File: config.mk
export PLATFORM = sky130hd
export DESIGN_NAME = msk_share_encoder_flat
export DESIGN_NICKNAME = d
export VERILOG_FILES = /design/src/rtl/msk_share_encoder_if.sv /design/src/rtl/msk_share_encoder.sv /design/src/flat_wrapper.sv
export SDC_FILE = /design/constraint.sdc
export NUM_CORES = 1
export LEC_CHECK = 0
export ABC_AREA = 0
export CAP_MARGIN = 0
export CORE_ASPECT_RATIO = 1.2
export CORE_MARGIN = 5
export CORE_UTILIZATION = 34
export CTS_BUF_LIST = sky130_fd_sc_hd__clkbuf_16
export DETAILED_ROUTE_END_ITERATION = 8
export HOLD_SLACK_MARGIN = 0.03
export PLACE_DENSITY = 0.82
export SLEW_MARGIN = 10
export SYNTH_ARGS = -nofsm -noshare
export SYNTH_HDL_FRONTEND = slang
export SYNTH_SLANG_ARGS = --single-unit
export TNS_END_PERCENT = 50
File: constraint.sdc
create_clock -name clk -period 1.65 [get_ports clk]
set_clock_uncertainty 0.2 [all_clocks]
set_input_delay 0.165 -clock clk [delete_from_list [all_inputs] [get_ports clk]]
set_output_delay 0.165 -clock clk [all_outputs]
set_load 0.03 [all_outputs]
File: src/rtl/msk_share_encoder_if.sv
// Handshake bundle for msk_share_encoder: unmasked input, randomness input and shared output.
// Every channel transfers exactly on a rising clk edge where valid and ready are both high; a
// producer holds valid and its payload steady until that edge, and ready may depend on state only.
interface msk_share_encoder_if #(
   parameter int d     = 2,
   parameter int count = 8,
   parameter int RND_W = 8
);
   logic [count-1:0]   in_data;
   logic               in_valid;
   logic               in_ready;
   logic [RND_W-1:0]   rnd_data;
   logic               rnd_valid;
   logic               rnd_ready;
   logic [count*d-1:0] out_shares;
   logic               out_valid;
   logic               out_ready;

   modport slave (
      input  in_data, in_valid, rnd_data, rnd_valid, out_ready,
      output in_ready, rnd_ready, out_shares, out_valid
   );

   modport master (
      output in_data, in_valid, rnd_data, rnd_valid, out_ready,
      input  in_ready, rnd_ready, out_shares, out_valid
   );
endinterface

File: src/rtl/msk_share_encoder.sv
// Boolean masking encoder: splits an unmasked word into d bit-interleaved shares using fresh randomness.
// Optional MSKENC_SCRUB_EN clears the data and mask registers on the output handshake.
module msk_share_encoder #(
   parameter int d     = 2,
   parameter int count = 8,
   parameter int RND_W = 8
) (
   input  logic                clk,
   input  logic                rst_n,
   msk_share_encoder_if.slave  bus_if,
   output logic [1:0]          dbg_state_o
);

   localparam int MASK_W = (d - 1) * count;
   localparam int NBEATS = (MASK_W + RND_W - 1) / RND_W;
   localparam int BUF_W  = NBEATS * RND_W;
   localparam int CNT_W  = $clog2(NBEATS + 1);

   typedef enum logic [1:0] {
      IDLE    = 2'd0,
      COLLECT = 2'd1,
      OUTPUT  = 2'd2
   } state_t;

   state_t             state_q, state_d;
   logic [count-1:0]   data_q, data_d;
   logic [MASK_W-1:0]  m_q, m_d;
   logic [CNT_W-1:0]   beat_q, beat_d;
   logic [BUF_W-1:0]   mbuf;
   logic [count*d-1:0] shares;
   logic               acc;

   always_ff @(posedge clk or negedge rst_n) begin
      if (!rst_n) begin
         state_q <= IDLE;
         data_q  <= '0;
         m_q     <= '0;
         beat_q  <= '0;
      end else begin
         state_q <= state_d;
         data_q  <= data_d;
         m_q     <= m_d;
         beat_q  <= beat_d;
      end
   end

   always_comb begin
      state_d          = state_q;
      data_d           = data_q;
      m_d              = m_q;
      beat_d           = beat_q;
      mbuf             = BUF_W'(m_q);
      bus_if.in_ready  = 1'b0;
      bus_if.rnd_ready = 1'b0;
      bus_if.out_valid = 1'b0;
      case (state_q)
         IDLE: begin
            bus_if.in_ready = 1'b1;
            if (bus_if.in_valid) begin
               data_d  = bus_if.in_data;
               beat_d  = '0;
               state_d = COLLECT;
            end
         end
         COLLECT: begin
            bus_if.rnd_ready = 1'b1;
            if (bus_if.rnd_valid) begin
               // Surplus bits of the final beat land above MASK_W and are dropped by the truncation.
               mbuf[int'(beat_q)*RND_W +: RND_W] = bus_if.rnd_data;
               m_d    = mbuf[MASK_W-1:0];
               beat_d = CNT_W'(beat_q + 1'b1);
               if (beat_q == CNT_W'(NBEATS - 1)) begin
                  state_d = OUTPUT;
               end
            end
         end
         OUTPUT: begin
            bus_if.out_valid = 1'b1;
            if (bus_if.out_ready) begin
               state_d = IDLE;
`ifdef MSKENC_SCRUB_EN
               data_d = '0;
               m_d    = '0;
`endif
            end
         end
         default: state_d = IDLE;
      endcase
   end

   // Shares are a function of registers only, so no input reaches out_shares combinationally.
   always_comb begin
      shares = '0;
      acc    = 1'b0;
      for (int i = 0; i < count; i++) begin
         acc = data_q[i];
         for (int j = 1; j < d; j++) begin
            shares[i*d+j] = m_q[(j-1)*count+i];
            acc           = acc ^ m_q[(j-1)*count+i];
         end
         shares[i*d] = acc;
      end
   end

   assign bus_if.out_shares = (state_q == OUTPUT) ? shares : '0;
   assign dbg_state_o       = state_q;

endmodule

File: src/flat_wrapper.sv
// flat-port wrapper written by rule: the top's interface ports become plain ports
module msk_share_encoder_flat 
#(
   parameter int d     = 2,
   parameter int count = 8,
   parameter int RND_W = 8
)
  (clk, rst_n, dbg_state_o, bus_if_in_data, bus_if_in_valid, bus_if_rnd_data, bus_if_rnd_valid, bus_if_out_ready, bus_if_in_ready, bus_if_rnd_ready, bus_if_out_shares, bus_if_out_valid);
  msk_share_encoder_if #(.d(d), .count(count), .RND_W(RND_W)) bus_if_i ();
  input  logic clk;
  input  logic rst_n;
  output logic [1:0] dbg_state_o;
  input wire logic [$bits(bus_if_i.in_data)-1:0] bus_if_in_data;
  input wire logic [$bits(bus_if_i.in_valid)-1:0] bus_if_in_valid;
  input wire logic [$bits(bus_if_i.rnd_data)-1:0] bus_if_rnd_data;
  input wire logic [$bits(bus_if_i.rnd_valid)-1:0] bus_if_rnd_valid;
  input wire logic [$bits(bus_if_i.out_ready)-1:0] bus_if_out_ready;
  output wire logic [$bits(bus_if_i.in_ready)-1:0] bus_if_in_ready;
  output wire logic [$bits(bus_if_i.rnd_ready)-1:0] bus_if_rnd_ready;
  output wire logic [$bits(bus_if_i.out_shares)-1:0] bus_if_out_shares;
  output wire logic [$bits(bus_if_i.out_valid)-1:0] bus_if_out_valid;
  assign bus_if_i.in_data = bus_if_in_data;
  assign bus_if_i.in_valid = bus_if_in_valid;
  assign bus_if_i.rnd_data = bus_if_rnd_data;
  assign bus_if_i.rnd_valid = bus_if_rnd_valid;
  assign bus_if_i.out_ready = bus_if_out_ready;
  assign bus_if_in_ready = bus_if_i.in_ready;
  assign bus_if_rnd_ready = bus_if_i.rnd_ready;
  assign bus_if_out_shares = bus_if_i.out_shares;
  assign bus_if_out_valid = bus_if_i.out_valid;
  msk_share_encoder #(.d(d), .count(count), .RND_W(RND_W)) u_core (.clk(clk), .rst_n(rst_n), .bus_if(bus_if_i), .dbg_state_o(dbg_state_o));
endmodule
-- Word-level counts from Yosys, hierarchy flattened
Cells that the tools add are included.
- bits in registers: 19
- bits of input ports: 21
- output and inout port bits: 21
- word-level logic and storage cells: 41
- add/sub/neg operators: 2
- equal/unequal tests: 6
- shift-type cells: 2
- multiplexer cells: 13
- bitwise gates (word level): 8
- reductions and logical operators: 6
- operator list (kind ; count):
    negation 4 -> 33 bit ; 1
    variable shift 8 x 33 -> 8 bit (first input constant) ; 1
    variable part select 8 x 33 -> 8 bit ; 1
    2-to-1 mux 16 bit ; 1
    bitwise mux 8 bit ; 1
    2-to-1 mux 2 bit ; 4
    != test 2 bit (second input constant) ; 4
    bitwise XOR 1 bit ; 8
    case mux 2 bit (3 select lines) ; 1
    2-to-1 mux 1 bit ; 5
    AND reduction 2 bit ; 2
    AND reduction 4 bit ; 1
    AND reduction 3 bit ; 1
    equality test 2 x 1 -> 1 bit (second input constant) ; 1
    equality test 2 bit (second input constant) ; 1
    logical NOT 2 bit ; 1
    case mux 1 bit (2 select lines) ; 1
    nonzero test 2 bit ; 1
    adder 1 bit (second input constant) ; 1

-- Depth between registers and ports, before layout
Gate-level depths: netlist (run 1).
- depth after elaboration: 3
- depth in mapped cells: 5
- gate-level depth less buffers: 3

-- Worst setup path after synthesis (run 1)
No wires, ideal clock.
- path kind: reg-to-output
- start point: register u_core.state_q[0], in the netlist u_core.dbg_state_o[0]
- end point: output bus_if_out_shares[11]
- arrival: 1.594 ns
- required time: 1.285 ns
- path slack: -0.309 ns
- cell stages (with the launch flop): 6
- path buffers: 2
- cells stage by stage: dfrtp_1 > buf_6 > nand2b_1 > buf_2 > inv_1 > and2_1
- longest elaborated chain between the ends: 2
- ends and longest elaborated chain (item ; RTL line ; text):
    start: declaration ; msk_share_encoder.sv:25 ; state_t state_q, state_d;
    start signal: assignment ; msk_share_encoder.sv:40 ; state_q <= state_d;
    equality test 2 bit ; msk_share_encoder.sv:105 ; assign bus_if.out_shares = (state_q == OUTPUT) ? shares : '0;
    2-to-1 mux 16 bit ; msk_share_encoder.sv:105 ;
    end: declaration ; flat_wrapper.sv:20 ; output wire logic [$bits(bus_if_i.out_shares)-1:0] bus_if_out_shares;
No other way between the ends.

-- Final worst setup path (run 1)
- start point: register u_core.state_q[1], in the netlist u_core.dbg_state_o[1]
- end point: output bus_if_out_shares[5]
The elaborated chain is that of the path after synthesis.

==> results of run 1 <==
[power by group]
| part | internal (W) | switching, W | total [W] |
|---|---|---|---|
| sequential | 0.000712 | 0.000240 | 0.000952 |
| combinational | 0.000969 | 0.000797 | 0.00177 |
| clock | 0.000324 | 0.000163 | 0.000488 |
| total | 0.00201 | 0.00120 | 0.00321 |
[metrics by stage]
stage	hold slack (ns)	setup slack [ns]	setup TNS (ns)	total power, W	cells
2_1_floorplan	-0.331	-0.0415	-0.791	0.00203	74
3_3_place_gp	0.291	-0.0446	-0.702	0.00244	153
3_5_place_dp	0.301	-0.0892	-1.46	0.00249	153
4_1_cts	0.0542	-0.0696	-0.495	0.00313	164
5_1_grt	0.0639	-0.137	-1.40	0.00340	164
6_report	0.0463	-0.0790	-0.578	0.00321	164
[per-layer routing]
metal | vias up | share of wire | GRT usage
met2 | 28 | 0.50 | 0.235
met5 | - | 0 | 0
li1 | 359 | - | -
met4 | 0 | 0.014 | 0.0522
met3 | 5 | 0.072 | 0.0434
met1 | 360 | 0.41 | 0.154
[final cells by class]
cell class / instances / area (um2) / area share
clock buffer: 3 / 75.1 / 0.0458
clock inverter: 1 / 5.00 / 0.00305
inverter: 2 / 11.3 / 0.00687
multi-input combinational: 50 / 509 / 0.311
sequential: 19 / 478 / 0.292
tap: 34 / 42.5 / 0.0260
timing repair buffer: 54 / 510 / 0.311
timing repair inverter: 1 / 7.51 / 0.00458
[critical path: cells and delay by family (launching register included)]
kind | cells | cell delay, ns
flip-flops | 1 | 0.47
AND/OR/NAND/NOR | 2 | 0.34
buffers and inverters | 2 | 0.30
[path summary, 6_finish.rpt]
| path | slack (ns) | startpoint | to |
|---|---|---|---|
| setup / recovery | -0.08 | u_core.dbg_state_o[1] | bus_if_out_shares[5] |
| hold / removal | 0.05 | rst_n | u_core.data_q[1] |
| setup reg to reg | 0.05 | u_core.dbg_state_o[1] | u_core.m_q[3] |
| hold reg to reg | 0.31 | u_core.data_q[5] | u_core.data_q[5] |
| max in group asynchronous | 0.98 | rst_n | u_core.dbg_state_o[0] |
| min in group clk | 0.28 | bus_if_out_ready | u_core.dbg_state_o[1] |
[registers in the layout, indices dropped and copies added, names as in the netlist]
signal	count
u_core.data_q	8
u_core.m_q	8
u_core.dbg_state_o	2
u_core.beat_q	1
[synthesized netlist by cell type]
library cell,n,share of area
a211o_1,1,0.0091
a31oi_1,1,0.0065
and2_1,8,0.052
and3b_1,1,0.0091
buf_2,1,0.0052
buf_6,2,0.023
dfrtp_1,19,0.49
inv_1,2,0.0078
mux2_1,1,0.012
mux2_2,7,0.082
mux2_4,8,0.13
nand2b_1,1,0.0065
nor2_1,9,0.035
nor2b_1,1,0.0065
nor3b_4,1,0.020
nor4bb_2,1,0.017
o21bai_1,2,0.016
xnor2_1,8,0.073
[timing repair]
item	CTS	global route
cloned	1	0
buffers inserted	6	0
gates resized for setup	13	13
pin swaps	2	2
setup endpoints to repair	19	29
[logic make-up after synthesis]
| logic type | after synthesis | synth area share |
|---|---|---|
| AOI/OAI and AO/OA | 4 | 0.0313 |
| xor gates and xnor gates | 8 | 0.0729 |
| buffers and inverters | 5 | 0.0365 |
| DFF | 19 | 0.495 |
| muxes | 16 | 0.219 |
| and+or+nand+nor | 22 | 0.146 |
==> run summary, run 1 <==
Status: finished with violations
Failing checks: negative setup slack
Slowest stage cell, crit path: dfrtp_2
GPL Wtd Cong: 0.667
Die X: 58.5 um
Most frequent cells in the layout: clkdlybuf4s50_1 (20), buf_4 (18), dfrtp_1 (17)
Pin count of the biggest net entering global routing: 20
Filler cells: 233
Minimum clock period after layout: 1.73 ns
Syn nets: 95
Fmax achieved: 0.578 GHz
Chip Height: 68.2 um
Worst skew pair latency: 0.25 ns
Final Max Tran Viols: 0
Final worst-path cycle share: 1.05
RSZ-0062 raised after global routing: true
Hold Crit Class: in -> async
Hold Buf Count CTS: 0
Endpoints failing setup: 14
Final Util: 0.594
Rel. slew slack: 0.799
CTS sink cnt: 19
Placed inst area: 0.00143 mm2
CTS tree: yes
Die area: 0.00399 mm2
Worst Max-Slew Pin Slew: 0.302 ns
Design area: 0.00164 mm2
Vias: 752
WL/cell: 14.6 um
Worst Path Class, Setup: reg -> out
PD cells: 1960 mW/mm2
First-pass GRT wire length: 4000 um
Post-Route WL: 2390 um
# DRC: 0
Leak: 0.732 nW
Vias per cell: 4.59
Crit-path max cell delay: 0.47 ns
PortBufs: 41
Number of max-cap violations: 0
Core area: 0.00276 mm2
Clk Tree Root Cell: clkbuf_16
Worst-case clock buffer depth: 2
Dpl hpwl: 1750 um
Sequential area share after synthesis: 0.495
# diodes: 0
CP Launch Type: flip-flop
Final Hold Fails: 0
Starting DRC count in detailed routing: 3
Worst EP required: 1.28 ns
NumNets Final: 152
Worst r2r path cells: 3
Mapped cell area: 961 um2
# rows: 21
Endpoint class of the critical path: primary output
IO Count: 42
Post-Synthesis Cells: 74
Total track usage: 0.135
Ys Warns: 0
Setup ws final: -0.0790 ns
H-tree levels: 1
Mapped Avg Cell Area: 13.0 um2
Arr. time, crit path: 1.36 ns
CP Max Fanout: 5
Commonest non-fill, non-tap cell in the layout: clkdlybuf4s50_1
Antenna violations before repair: 0
Ratio of cells with drive above 1 in the final layout: 0.546
Yosys cell types: 18
Num CTS Buffers: 3
Layout area overhead: 70.6%
Antenna Nets Post-Route: 0
TritonRoute pass-1 iters: 4
Max IR drop VDD: 0.00115 V
Worst-path clk slew: 0.05 ns
CP cell instances: nand2b_4 > clkinvlp_4 > and2_4 > buf_6
Gr ovfl total: 0
Number of global-route vias before repair: 859
Register bit total from synthesis: 19
Starting density of the core: 0.348
(Power assumes the default switching activity.)
==> run 2: changes to the inputs <==
--- a/config.mk
+++ b/config.mk
@@ -11,6 +11,7 @@
 export CORE_MARGIN = 5
 export CORE_UTILIZATION = 34
 export CTS_BUF_LIST = sky130_fd_sc_hd__clkbuf_16
+export CTS_CLUSTER_SIZE = 25
 export DETAILED_ROUTE_END_ITERATION = 8
 export HOLD_SLACK_MARGIN = 0.03
 export PLACE_DENSITY = 0.82
==> results of run 2 <==
No change in the layout: final DEF, timing and power equal those of run 1.
==> edit 1 (config.mk and constraints of run 1) <==
Take the reset off `m_q` and load it in a clocked block of its own.
--- a/src/rtl/msk_share_encoder.sv
+++ b/src/rtl/msk_share_encoder.sv
@@ -34,14 +34,16 @@
       if (!rst_n) begin
          state_q <= IDLE;
          data_q  <= '0;
-         m_q     <= '0;
          beat_q  <= '0;
       end else begin
          state_q <= state_d;
          data_q  <= data_d;
-         m_q     <= m_d;
          beat_q  <= beat_d;
       end
+   end
+
+   always_ff @(posedge clk) begin
+      m_q <= m_d;
    end
 
    always_comb begin
Formal check against the unedited RTL: no difference found for any inputs over 10 cycles, from zero or initial values and one cycle with rst_n low; that may be too few to reach the edited logic, so the function may still have changed.
==> edit 1 against run 1 <==
- design area is 5.5% lower
- wire length is 3.4% lower
- clock power is 1% lower
- sequential cell count stayed put
- total power is 13% lower
- global-route usage is 0.94 points lower
- register-to-register slack worse by 0.02 ns
- worst setup slack better by 0.083 ns
- area after synthesis is 4.3% lower
- largest cell class is now flip-flops and latches
- largest power group unchanged
- highest routed layer unchanged
==> edit 1: results (changes against run 1) <==
Outcome
  – Status: completed

Placement
  – Setup WS pre-CTS: -0.106 ns (-0.0167 ns)
  – GP Congestion: 0.778 (+17%)
  – Post-DP Area: 1400 sq um (-2.2%)
  – Final HPWL DP: 1750 um (about the same)

Synth
  – Commonest cells in the netlist: dfrtp_1 (11), nor2_1 (10), nor2b_1 (9)
  – Synth area leaders: dfrtp_1 (30%), edfxtp_1 (26%), mux2_2 (9.8%)
  – Asr flop ratio synth: 0.579 (-0.421)
  – Post-synth EDFFs: 8 (+8)
  – Syn_nets: 97 (+2.1%)
  – Synthesized netlist cell count: 76 (+2.7%)
  – Post-synthesis sequential area ratio: 0.561 (+0.0658)
  – Synth cell types: 19 (+1)

STA
  – WHS: 0.0647 ns (+0.0184 ns)
  – Worst slew pin tran: 0.520 ns (+0.218 ns)
  – Fin crit share: 0.998 (-0.0500)

Worst setup path
  – R2R depth: 4 (+1)
  – Crit Reg-Reg Endpoint: u_core.data_q[3]
  – CP arrival: 1.28 ns (-0.08 ns)
  – FF-to-FF Start: u_core.dbg_state_o[0]
  – Crit path to: bus_if_out_shares[3]

Route
  – DRT iter0 DRCs: 7 (+4)
  – Post-Route WL: 2310 um (-3.4%)
  – Via count: 734 (-2.4%)

Power and ir drop
  – Net switching power: 1.03 mW (-14%)
  – Lkg Pwr: 0.648 nW (-11%)
  – Seq pwr share: 0.302 (+0.005)
  – Combinational power: 1.46 mW (-18%)
  – Final Power: 2.78 mW (-13%)
  – Worst vdd ir: 891 uV (-22%)

Layout
  – Post-Layout Cell Count: 162 (-1.2%)
  – Ratio of cells with drive above 1 in the final layout: 0.473 (-0.0733)

Global route
  – First-pass GRT wire length: 3610 um (-9.7%)
  – Vias in the first global route: 758 (-12%)

Clock network
  – Post-CTS Repair Setup Buffers: 2 (-4)
  – Post-CTS resize count: 4 (-9)
-- edit 1: kinds of logic (layout without fill, tap and decap cells) --
group	count (synthesis)	in the layout	share of synthesized area
AND/OR/NAND/NOR	31	31	0.200
multiplexers	8	8	0.0980
buffers and inverters	6	59	0.0299
XOR/XNOR	8	8	0.0762
flip-flops	19	19	0.561
AO/OA/AOI/OAI	4	4	0.0354
-- edit 1: area by class of cell --
class	instances	area (sq um)
clock inverter	1	5.00
timing repair inverter	1	7.51
tap	33	41.3
timing repair buffer	51	473
fill	210	1030
inverter	3	15.0
clock buffer	3	75.1
sequential	19	518
multi-input combinational	51	414
-- edit 1: per-layer routing --
layer	vias up	part of all wire	GRT usage
met1	347	0.39	0.141
li1	356	-	-
met2	29	0.52	0.225
met4	0	0.0039	0.0348
met5	-	0	0
met3	2	0.091	0.0426
==> edit 2 (config.mk and constraints of run 1) <==
Made on the original files. `count` is set to 8 in 3 places; all go to 16.
--- a/src/rtl/msk_share_encoder_if.sv
+++ b/src/rtl/msk_share_encoder_if.sv
@@ -3,7 +3,7 @@
 // producer holds valid and its payload steady until that edge, and ready may depend on state only.
 interface msk_share_encoder_if #(
    parameter int d     = 2,
-   parameter int count = 8,
+   parameter int count = 16,
    parameter int RND_W = 8
 );
    logic [count-1:0]   in_data;
--- a/src/rtl/msk_share_encoder.sv
+++ b/src/rtl/msk_share_encoder.sv
@@ -2,7 +2,7 @@
 // Optional MSKENC_SCRUB_EN clears the data and mask registers on the output handshake.
 module msk_share_encoder #(
    parameter int d     = 2,
-   parameter int count = 8,
+   parameter int count = 16,
    parameter int RND_W = 8
 ) (
    input  logic                clk,
--- a/src/flat_wrapper.sv
+++ b/src/flat_wrapper.sv
@@ -2,7 +2,7 @@
 module msk_share_encoder_flat 
 #(
    parameter int d     = 2,
-   parameter int count = 8,
+   parameter int count = 16,
    parameter int RND_W = 8
 )
   (clk, rst_n, dbg_state_o, bus_if_in_data, bus_if_in_valid, bus_if_rnd_data, bus_if_rnd_valid, bus_if_out_ready, bus_if_in_ready, bus_if_rnd_ready, bus_if_out_shares, bus_if_out_valid);
Ports: changed (resized bus_if_in_data and bus_if_out_shares); port bits go from 42 to 66. No check against the original RTL was run, so the function may have changed too.
==> edit 2 against run 1 <==
- the run still ends with setup timing left
- synthesized cell count grew 130%
- via count grew 110%
- wire length grew 120%
- worst setup slack lost 0.029 ns
- global-route usage grew 1.1 points
- total power grew 62%
- sequential cell count grew 17
- clock power grew 86%
- design area grew 97%
- area after synthesis grew 100%
==> edit 2: results (changes against run 1) <==
Placement
  – GP Congestion: 0.780 (+17%)
  – Final HPWL DP: 3620 um (+110%)
  – Port bufs: 65 (+59%)
  – Post-DP Area: 2790 sq um (+96%)
  – DP Cell Count: 299 (+95%)

Global route
  – Tot GR Track Use: 0.147 (+0.0113)
  – Met3 usage: 0.0376 (-0.00582)
  – Met2 Use GR: 0.249 (+0.0140)
  – Largest net degree at the start of global routing: 21 (+5.0%)
  – Met1 Track Usage GR: 0.187 (+0.0330)

Worst setup path
  – Crit path largest cell delay: 0.44 ns (-0.03 ns)
  – Crit Path Max Fanout: 6 (+1)
  – CP arrival: 1.72 ns (+0.36 ns)

STA
  – Setup slack after layout: -0.108 ns (-0.0285 ns)
  – Slew margin rel.: 0.677 (-0.122)
  – Sum Neg Setup Slack: -2.97 ns (-2.39 ns)
  – # setup viols final: 56 (+42)

Synth
  – Post-synthesis compound-gate area fraction: 0.0211 (-0.0102)
  – Post-Syn Area per Cell: 11.7 sq um (-9.6%)
  – Commonest cells in the netlist: dfrtp_1 (36), mux2_2 (32), nor2_1 (17)
  – Xor/xnor cell area share of the yosys netlist: 0.0715 (-0.00140)
  – Adder-cell share of the synthesized area: 0.0255 (+0.0255)
  – Syn_nets: 200 (+110%)
  – Mux share of post-synthesis cell area: 0.184 (-0.0348)

Outcome
  – Failing checks: setup timing
  – Status: complete, but fails checks

Clock network
  – Clock sink count: 36 (+17)
  – H-tree Lvls: 2 (+1)
  – Num CTS Buffers: 5 (+2)

Power and ir drop
  – Net switching power: 1.89 mW (+57%)
  – Final Power: 5.18 mW (+62%)
  – P_seq: 1.61 mW (+69%)
  – Worst vdd ir: 1020 uV (-11%)
  – Lkg Pwr: 1.46 nW (+99%)

Layout
  – Multi-input comb cells: 117 (+130%)
  – Inverters, non-clock: 5 (+2)
  – Clk tree area frac: 0.0446 (-0.00428)
  – Clock buffers: 5 (+2)
  – Ratio of cells with drive above 1 in the final layout: 0.551 (+0.00463)
  – Fill count: 472 (+100%)
  – Post-Layout Cell Count: 320 (+95%)
  – Seq/total area: 0.280 (-0.0118)

Route
  – Vias per cell: 4.83 (+5.2%)
  – Routed wl met2: 2700 um (+130%)
  – M1 wire length: 2200 um (+120%)
  – DR WL met3: 232 um (+36%)

Floorplanning
  – N_taps: 64 (+88%)
## edit 2: path summary, 6_finish.rpt
kind / slack, ns / to / cells after the start / from
max in group asynchronous: 0.60 / u_core.m_q[13] / 3 / rst_n
min in group clk: 0.27 / u_core.dbg_state_o[1] / 2 / bus_if_out_ready
min: 0.18 / u_core.data_q[5] / 2 / rst_n
max: -0.11 / u_core.data_q[15] / 5 / u_core.dbg_state_o[1]
min reg2reg: 0.33 / u_core.data_q[6] / 1 / u_core.data_q[6]
max reg2reg: -0.11 / u_core.data_q[15] / 5 / u_core.dbg_state_o[1]
## edit 2: critical path: cells and delay by family (launching register included)
family                 cells  cell delay (ns)
flip-flops                 1             0.44
multiplexers               1             0.32
buffers and inverters      3             0.49
AND/OR/NAND/NOR            1             0.20
## edit 2: repair_timing
item | CTS | global route
cloned | 2 | 1
pin swaps | 5 | 4
hold buffers | 1 | 0
gates resized for setup | 34 | 14
buffers inserted | 6 | 3
setup endpoints to repair | 52 | 66
hold endpoints to repair | 36 | 0
